`config.mk`:
```
export PLATFORM = sky130hd
export DESIGN_NAME = serial_add_ctrl
export DESIGN_NICKNAME = d
export VERILOG_FILES = /design/src/rtl/serial_add_pkg.sv /design/src/rtl/full_adder.sv /design/src/rtl/serial_add_ctrl.sv
export SDC_FILE = /design/constraint.sdc
export NUM_CORES = 1
export LEC_CHECK = 0
export BUFFER_PORTS_ARGS = -buffer_cell sky130_fd_sc_hd__buf_2
export CORE_MARGIN = 5
export CORE_UTILIZATION = 54
export CTS_CLUSTER_DIAMETER = 80
export DETAILED_ROUTE_END_ITERATION = 12
export HOLD_SLACK_MARGIN = 0.12
export PLACE_DENSITY = 0.86
export SLEW_MARGIN = 20
export SYNTH_ARGS = -nofsm -noshare
export SYNTH_HDL_FRONTEND = slang
export SYNTH_SLANG_ARGS = --single-unit
export TNS_END_PERCENT = 30
```
`constraint.sdc`:
```
create_clock -name clk -period 2.6 [get_ports clk]
set_input_delay 0.26 -clock clk [delete_from_list [all_inputs] [get_ports clk]]
set_output_delay 0.26 -clock clk [all_outputs]
set_load 0.02 [all_outputs]
```
`src/rtl/serial_add_pkg.sv`:
```
// Shared types and constants for the bit-serial adder/subtractor.
//   state_t       : controller states (IDLE, RUN, DONE)
//   DEFAULT_WIDTH : default operand/result width in bits
package serial_add_pkg;

  localparam int unsigned DEFAULT_WIDTH = 8;

  typedef enum logic [1:0] {
    IDLE = 2'd0,
    RUN  = 2'd1,
    DONE = 2'd2
  } state_t;

endpackage

```
`src/rtl/full_adder.sv`:
```
// One-bit full adder cell.
//   A, B : operand bits
//   Ci   : carry in
//   S    : sum bit
//   Co   : carry out
module full_adder (
  input  logic A,
  input  logic B,
  input  logic Ci,
  output logic S,
  output logic Co
);

  assign S  = A ^ B ^ Ci;
  assign Co = (A & B) | (Ci & (A ^ B));

endmodule

```
`src/rtl/serial_add_ctrl.sv`:
```
// Bit-serial add/subtract controller: one full-adder cell processes one
// operand bit per cycle, LSB first, and the finished word is presented on S.
//   clk, reset : rising-edge clock, asynchronous active-high reset
//   start      : request a new operation (accepted only in IDLE)
//   A, B, sub  : operands and mode (0 = A+B, 1 = A-B), captured on accept
//   busy       : operation in progress (RUN or DONE)
//   done       : one-cycle pulse when S/Co/OV are updated
//   S, Co, OV  : result, carry out (1 = no borrow for sub), signed overflow
module serial_add_ctrl
  import serial_add_pkg::*;
#(
  parameter int unsigned WIDTH = DEFAULT_WIDTH
) (
  input  logic             clk,
  input  logic             reset,
  input  logic             start,
  input  logic [WIDTH-1:0] A,
  input  logic [WIDTH-1:0] B,
  input  logic             sub,
  output logic             busy,
  output logic             done,
  output logic [WIDTH-1:0] S,
  output logic             Co,
  output logic             OV
);

  localparam int unsigned CW = (WIDTH > 1) ? $clog2(WIDTH) : 1;

  state_t           state, state_nxt;
  logic [WIDTH-1:0] op_a, op_b, result;
  logic [WIDTH-1:0] result_nxt;
  logic [CW-1:0]    count;
  logic             carry, cmsb;
  logic             fa_s, fa_co;
  logic             last_bit, pre_msb;

  full_adder u_fa (
    .A  (op_a[0]),
    .B  (op_b[0]),
    .Ci (carry),
    .S  (fa_s),
    .Co (fa_co)
  );

  assign last_bit   = (count == CW'(WIDTH - 1));
  assign pre_msb    = (count == CW'(WIDTH - 2));
  // New sum bit enters at the MSB; the oldest bit falls off the bottom.
  assign result_nxt = WIDTH'({fa_s, result} >> 1);

  // Next-state logic
  always_comb begin
    state_nxt = state;
    case (state)
      IDLE:    if (start) state_nxt = RUN;
      RUN:     if (last_bit) state_nxt = DONE;
      DONE:    state_nxt = IDLE;
      default: state_nxt = IDLE;
    endcase
  end

  // State register
  always_ff @(posedge clk or posedge reset) begin
    if (reset) state <= IDLE;
    else       state <= state_nxt;
  end

  // Datapath and registered outputs
  always_ff @(posedge clk or posedge reset) begin
    if (reset) begin
      op_a   <= '0;
      op_b   <= '0;
      result <= '0;
      carry  <= 1'b0;
      cmsb   <= 1'b0;
      count  <= '0;
      S      <= '0;
      Co     <= 1'b0;
      OV     <= 1'b0;
      busy   <= 1'b0;
      done   <= 1'b0;
    end else begin
      busy <= (state_nxt != IDLE);
      done <= (state_nxt == DONE);
      case (state)
        IDLE: begin
          if (start) begin
            // Subtraction is A + ~B + 1: invert B and seed the carry.
            op_a  <= A;
            op_b  <= sub ? ~B : B;
            carry <= sub;
            count <= '0;
          end
        end
        RUN: begin
          op_a   <= op_a >> 1;
          op_b   <= op_b >> 1;
          result <= result_nxt;
          carry  <= fa_co;
          count  <= count + CW'(1);
          // Carry leaving bit WIDTH-2 is the carry into the MSB.
          if (pre_msb) cmsb <= fa_co;
          // Publish on the final bit so S/Co/OV are valid during DONE.
          if (last_bit) begin
            S  <= result_nxt;
            Co <= fa_co;
            OV <= ((WIDTH > 1) ? cmsb : carry) ^ fa_co;
          end
        end
        default: ;
      endcase
    end
  end

endmodule

```
Word-level counts from Yosys, hierarchy flattened

Index checks and enable logic that the tools add are counted.
W data, S select, Z words.

Add/subtract/negate cells: 1
Equal/unequal tests: 5
Muxes and demuxes: 12
Bitwise logic cells: 7
Reduce and logical (&&, ||, !) cells: 6

Operators by type and width:

| cell                  | number |
|---|---|
| $pmux W8 S2           | 2 |
| $mux W8               | 3 |
| $not A8 Y8            | 1 |
| $eq A3 B3 Y1 const B  | 2 |
| $pmux W3 S2           | 1 |
| $reduce_and A2 Y1     | 3 |
| $mux W2               | 2 |
| $pmux W2 S2           | 1 |
| $reduce_bool A2 Y1    | 2 |
| $add A3 B1 Y3 const B | 1 |
| $mux W3               | 1 |
| $xor A1 B1 Y1         | 3 |
| $and A1 B1 Y1         | 2 |
| $eq A2 B1 Y1 const B  | 1 |
| $eq A2 B2 Y1 const B  | 1 |
| $logic_not A2 Y1      | 1 |
| $ne A2 B2 Y1 const B  | 1 |
| $pmux W1 S2           | 1 |
| $mux W1               | 1 |
| $or A1 B1 Y1          | 1 |

Bits in registers: 43
Bits of input ports: 20
Output and inout bits: 12
Word-level logic and storage cells: 43

Longest topological paths before layout

Gate-level depths: netlist of run 1.

Depth in word-level cells: 4
Gate-level depth with buffers: 6

By module

From an unflattened synthesis of run 1, not the netlist that was laid out.

Cells, all modules: 161
Area total of the unflattened synthesis: 1839.3 µm²

By module, submodules not included:

| module          | times used | cells each | area each (µm²) | sequential area each (µm²) |
|---|---|---|---|---|
| serial_add_ctrl | 1          | 160        | 1819.2          | 1051.0 |
| full_adder      | 1          | 1          | 20.0            | 0.0 |

Least setup slack after synthesis of run 1

Ideal clock, no wire load.

Path kind: reg-to-reg
Start: register count[0]
End: register Co
Setup time: 0.125 ns
Arrival: 1.411 ns
Slack: 1.064 ns
Stages on the path, launching flop included: 6
Cell sequence: dfrtp_1 > ha_1 > ha_1 > nand3b_1 > buf_4 > mux2_2

Cells in the longest elaborated chain, start to end: 2

RTL lines:

| element                     | RTL line               | RTL |
|---|---|---|
| start: declaration          | serial_add_ctrl.sv:32  | `logic [CW-1:0] count;` |
| start signal: assignment    | serial_add_ctrl.sv:99  | `count <= count + CW'(1);` |
| $eq A3 B3 Y1                | serial_add_ctrl.sv:45  | `assign last_bit = (count == CW'(WIDTH - 1));` |
| $reduce_and A2 Y1 (no line) | n/a                    |  |
| end signal: assignment      | serial_add_ctrl.sv:105 | `Co <= fa_co;` |
| end: declaration            | serial_add_ctrl.sv:23  | `output logic Co,` |

No other way between the ends.
A chain may end at the register's enable or synchronous reset.

Worst setup path after layout of run 1

Start: register count[0]
End: register S[1]

Cells in the longest elaborated chain, start to end: 2

RTL lines:

| element                     | RTL line               | RTL |
|---|---|---|
| $eq A3 B3 Y1                | serial_add_ctrl.sv:45  |  |
| $reduce_and A2 Y1 (no line) | n/a                    |  |
| end signal: assignment      | serial_add_ctrl.sv:104 | `S <= result_nxt;` |
| end: declaration            | serial_add_ctrl.sv:22  | `output logic [WIDTH-1:0] S,` |

No other way between the ends.

==> flow_summary.json, run 1 <==
{
  "cts_sinks": 42,
  "rsz0062_at_grt": "no",
  "power_leakage_nw": 1.05,
  "dieArea_um2": 4680,
  "ff2ff_setup_slack_ns": 0.86,
  "post-route-util_pct": 63.6,
  "status": "completed",
  "vias": 1197,
  "first_global_vias": 1197,
  "insertion_delay_ns": 0.34,
  "yosysTopAreaCell": "dfrtp_1",
  "timing.fmax_mhz": 576,
  "cts_tree": "built",
  "place_congestion": 0.733,
  "drv_slew": 0,
  "setup_viol_count_final": 0,
  "period_minus_slack_ns": 1.74,
  "min-delay-start": "A[2]",
  "layout-drive-gt1-share_pct": 26.9,
  "antenna_found_initial": 0,
  "timing.hold.ws_ns": 0.204,
  "holdPathEnd": "op_a[2]",
  "post_cts_buffers": 0,
  "endpoint_kind": "flop",
  "timing.rr.start": "count[0]",
  "grt_pass1_wl_um": 5360,
  "ys_types": 23,
  "wire_per_inst_um": 12.5,
  "cts_buffer_depth": 2,
  "drcViolationCount": 0,
  "place_hpwl_um": 2160,
  "cts_hold_buffers": 2,
  "fin_nets": 220,
  "dr.pass1.iters": 4,
  "period_share_pct": 66.7,
  "htreeDepth": 2,
  "die_h_um": 68.4,
  "fin_worst_skew_ns": 0.00767,
  "numCtsBuffers": 5,
  "final_cell_mix": "dfrtp_1 (42), nand2_1 (39), buf_2 (31)",
  "fp.dieW_um": 68.4,
  "wl_um": 3040,
  "diodes": 0,
  "arrival_ns": 1.98,
  "worst_pin_slew_ns": 0.805,
  "cts_resized": 0,
  "syn2layout_area_growth_pct": 14.3,
  "power.density_nw_per_um2": 1110,
  "numPortBuffers": 31,
  "pin_count": 32,
  "rows": 21,
  "r2r-end": "S[1]",
  "path_cells": "ha_1, ha_1, nand3b_1, mux2_2",
  "cp.required_ns": 2.84,
  "grt.total_usage_pct": 15.5,
  "hold_viol": 0,
  "clk_pin_slew_ns": 0.12,
  "critical_path.most_common_cell": "ha_1",
  "drt-initial-drc-count": 76,
  "peakVddDrop_v": 0.000474,
  "start_kind": "flop",
  "hp-class": "input pin to flop",
  "drtAntennaViolNets": 0,
  "mappedNetlistNets": 185,
  "yosysTopAreaCellShare_pct": 57.1,
  "ys_seq_area_share_pct": 57.1,
  "relSlewSlack_pct": 46.3,
  "ff2ff_path_depth": 4,
  "initial_core_util_pct": 55.6,
  "whs_path_depth": 3,
  "cpMaxStageDelayCell": "dfrtp_1",
  "core-area_um2": 3310,
  "final.setup.tns_ns": 0,
  "ys_seq_elements": 42,
  "avgSynthCellArea_um2": 11.4,
  "ys_warn_count": 0,
  "crit_fanout": 13,
  "final_common_cell": "dfrtp_1",
  "cts_root_buf": "clkbuf_4",
  "crit_type": "flop to flop",
  "synth_area_um2": 1840,
  "maxCapViolCount": 0,
  "via_per_inst": 4.93,
  "grt_overflow": 0,
  "synth.area.top_cells": "dfrtp_1 (57%), mux2i_1 (8.2%), nand2_1 (7.9%), mux2_2 (6.1%), o21ai_0 (4.6%)",
  "syn_inst": 161,
  "max_stage_delay_ns": 0.42,
  "grt_max_degree": 43,
  "power.total_mw": 2.35
}
flip-flops by register name, summed over array words and instances, names as in the netlist:
signal / cells
Co: 1
OV: 1
S: 8
busy: 1
carry: 1
cmsb: 1
count: 3
done: 1
op_a: 8
op_b: 8
result: 7
state: 2
per-layer routing:
| metal | global-route usage [%] | vias up | wire [um] |
|---|---|---|---|
| met4 | 6.70 | 0 | 58 |
| met3 | 4.60 | 7 | 209 |
| met5 | 0 | - | 0 |
| met2 | 24.4 | 33 | 1350 |
| met1 | 19.6 | 556 | 1420 |
| li1 | - | 601 | - |
synthesized netlist by cell type:
cell type / instances
o21ai_1: 1
and2b_1: 1
mux2_2: 10
nand3_1: 1
fa_1: 1
xnor2_1: 1
mux2i_1: 15
nor3b_1: 1
nand2b_1: 1
nand2_1: 39
clkbuf_1: 1
buf_6: 1
dfrtp_1: 42
o21bai_2: 1
ha_1: 3
a22o_1: 3
nand3b_1: 1
buf_4: 4
buf_2: 3
o21ai_0: 17
xor2_1: 8
a21oi_1: 1
inv_1: 5
cell families after synthesis:
| group | count (synthesis) | share of synthesized area, % |
|---|---|---|
| xor gates and xnor gates | 9 | 4.28 |
| adders and majority gates | 4 | 3.13 |
| and+or+nand+nor | 44 | 9.78 |
| DFF | 42 | 57.1 |
| AOI/OAI and AO/OA | 23 | 7.20 |
| muxes | 25 | 14.3 |
| buffers and inverters | 14 | 4.28 |
layout make-up:
type,count,area [um^2]
Tap cell,46,57.6
Multi-Input combinational cell,105,712
Timing Repair Buffer,37,205
Clock inverter,1,5.00
Fill cell,281,1210
Inverter,5,18.8
Sequential cell,42,1050
Clock buffer,7,55.1
worst max-delay path: cells and delay by family (launching register included):
kind,cells,cell delay (ns)
adder cells (fa/ha/maj),2,0.40
flip-flops,1,0.42
multiplexers,1,0.40
AND/OR/NAND/NOR,1,0.41
through the flow:
stage	cell area [um^2]	setup WS, ns	instances
after global placement	2020	0.899	233
final	2100	0.865	243
after detailed placement	2020	0.856	233
after CTS	2100	0.848	243
after floorplan	1840	1.06	161
after global routing	2100	0.719	243
how the worst max path moves through the flow:
stage / slack [ns] / startpoint / end
2_1_floorplan: 1.06 / count[0] / Co
3_3_place_gp: 0.90 / count[0] / S[0]
3_5_place_dp: 0.86 / count[0] / S[1]
4_1_cts: 0.85 / count[0] / S[1]
5_1_grt: 0.72 / count[0] / S[0]
6_report: 0.86 / count[0] / S[1]
where the power goes:
| group | internal (mW) | switching, mW | total, mW |
|---|---|---|---|
| Clock | 0.131 | 0.200 | 0.331 |
| Combinational | 0.403 | 0.508 | 0.910 |
| Sequential | 0.936 | 0.168 | 1.10 |
| Total | 1.47 | 0.876 | 2.35 |
(Power assumes the default switching activity.)
==> run 2, diff against run 1 <==
clock period = 1.6 ns   (was 2.6 ns; I/O delays follow)
==> flow_summary.json, run 2 (synthesis results as in run 1) <==
{
  "grt_max_degree": 43,
  "start_kind": "flop",
  "internal-power_mw": 2.62,
  "hold_viol": 0,
  "seq_power_share_pct": 44.1,
  "first_global_vias": 1268,
  "switching_share_pct": 36.0,
  "drt-initial-drc-count": 95,
  "final_common_cell": "dfrtp_1",
  "layout-drive-gt1-share_pct": 28.2,
  "fin_worst_skew_ns": 0.00460,
  "multi_input_area_um2": 714,
  "place_hpwl_um": 2330,
  "cts_sinks": 42,
  "place_congestion": 0.708,
  "dieArea_um2": 4680,
  "cts_tree": "built",
  "arrival_ns": 1.77,
  "wl_um": 3320,
  "period_minus_slack_ns": 1.53,
  "cts_root_buf": "clkbuf_4",
  "wire_per_inst_um": 13.2,
  "crit_fanout": 12,
  "initial_core_util_pct": 55.6,
  "vias": 1252,
  "pwr-share-comb_pct": 39.9,
  "rows": 21,
  "drtAntennaViolNets": 0,
  "endpoint_kind": "flop",
  "antenna_found_initial": 0,
  "numCtsBuffers": 5,
  "register_area_um2": 1050,
  "insertion_delay_ns": 0.34,
  "status": "completed",
  "period_share_pct": 95.7,
  "reg_top3": "S x8, op_a x8, op_b x8",
  "drcViolationCount": 0,
  "worst_pin_slew_ns": 0.332,
  "final_cell_mix": "dfrtp_1 (42), nand2_1 (39), buf_2 (31)",
  "cp.required_ns": 1.84,
  "maxCapViolCount": 0,
  "place_ws_ns": 0.0463,
  "grt_pass1_wl_um": 5880,
  "rsz0062_at_grt": "no",
  "via_per_inst": 4.97,
  "relSlewSlack_pct": 77.8,
  "diodes": 0,
  "clkPwrFrac_pct": 16.0,
  "dr.pass1.iters": 4,
  "syn2layout_area_growth_pct": 21.5,
  "drv_slew": 0,
  "setup_viol_count_final": 0,
  "cts_buffer_depth": 2,
  "n_fill_cell": 278,
  "final.setup.tns_ns": 0,
  "hp-class": "input pin to flop",
  "fin_ws_ns": 0.0692,
  "grt_overflow": 0,
  "core-area_um2": 3310,
  "pin_count": 32,
  "die_h_um": 68.4,
  "crit_type": "flop to flop",
  "power.density_nw_per_um2": 1830,
  "clk_pin_slew_ns": 0.11,
  "fin_nets": 229,
  "numPortBuffers": 31,
  "htreeDepth": 2,
  "power_leakage_nw": 1.11,
  "switchingPower_mw": 1.47,
  "fp.dieW_um": 68.4,
  "peakVddDrop_v": 0.000802,
  "grt.total_usage_pct": 16.9,
  "timing.fmax_mhz": 653
}
==> run 2: stage by stage <==
stage	instances	util, %	total power [mW]	instance area (um^2)	hold WS, ns
2_1_floorplan	161	-	2.95	1840	0.293
3_3_place_gp	236	63.0	3.33	2080	0.229
3_5_place_dp	236	63.0	3.44	2080	0.238
4_1_cts	250	67.0	4.12	2220	0.120
5_1_grt	252	67.6	4.46	2240	0.137
6_report	252	67.6	4.09	2240	0.117
==> run 2: critical path, cell delays in order, from the launching register on <==
cell      delay (ns)
dfrtp_1         0.42
ha_2            0.19
ha_1            0.19
nand3b_1        0.14
buf_12          0.15
mux2_2          0.34
==> run 2: repair_timing <==
item / CTS / global route
buffers inserted: 0 / 2
endpoints found under the hold margin: 47 / 0
resized for setup: 0 / 1
hold buffers: 6 / 0
setup endpoints to repair: 0 / 7
==> run 2: metal layers <==
metal / global-route usage (%) / vias up / share of wire [%]
li1: - / 624 / -
met1: 22.3 / 592 / 42
met2: 27.2 / 32 / 51
met3: 3.94 / 4 / 5.6
met4: 5.96 / 0 / 1.0
met5: 0 / - / 0
==> run 2: area by class of cell <==
cell class	instances	share of cell area, %
sequential	42	47.0
multi-input combinational	105	31.9
timing repair buffer	46	14.3
tap	46	2.57
clock buffer	7	2.01
clock inverter	1	1.34
inverter	5	0.839
==> run 2: final timing paths <==
path | cells after the start | startpoint | end | slack [ns]
worst max-delay path | 5 | count[0] | S[2] | 0.07
worst min-delay path | 3 | A[3] | op_a[3] | 0.12
worst max register to register | 5 | count[0] | S[2] | 0.07
worst min register to register | 2 | result[1] | result[1] | 0.49
max in group asynchronous | 4 | reset | count[0] | 1.00
min in group asynchronous | 4 | reset | OV | 0.40
==> run 2: power groups by stage <==
| stage | Combinational [mW] | Sequential (mW) | Clock [mW] |
|---|---|---|---|
| 3_5_place_dp | 1.61 | 1.83 | 0 |
| 2_1_floorplan | 1.04 | 1.91 | 0 |
| 4_1_cts | 1.63 | 1.81 | 0.676 |
| 5_1_grt | 1.86 | 1.87 | 0.732 |
| 6_report | 1.64 | 1.81 | 0.653 |
| 3_3_place_gp | 1.54 | 1.79 | 0 |
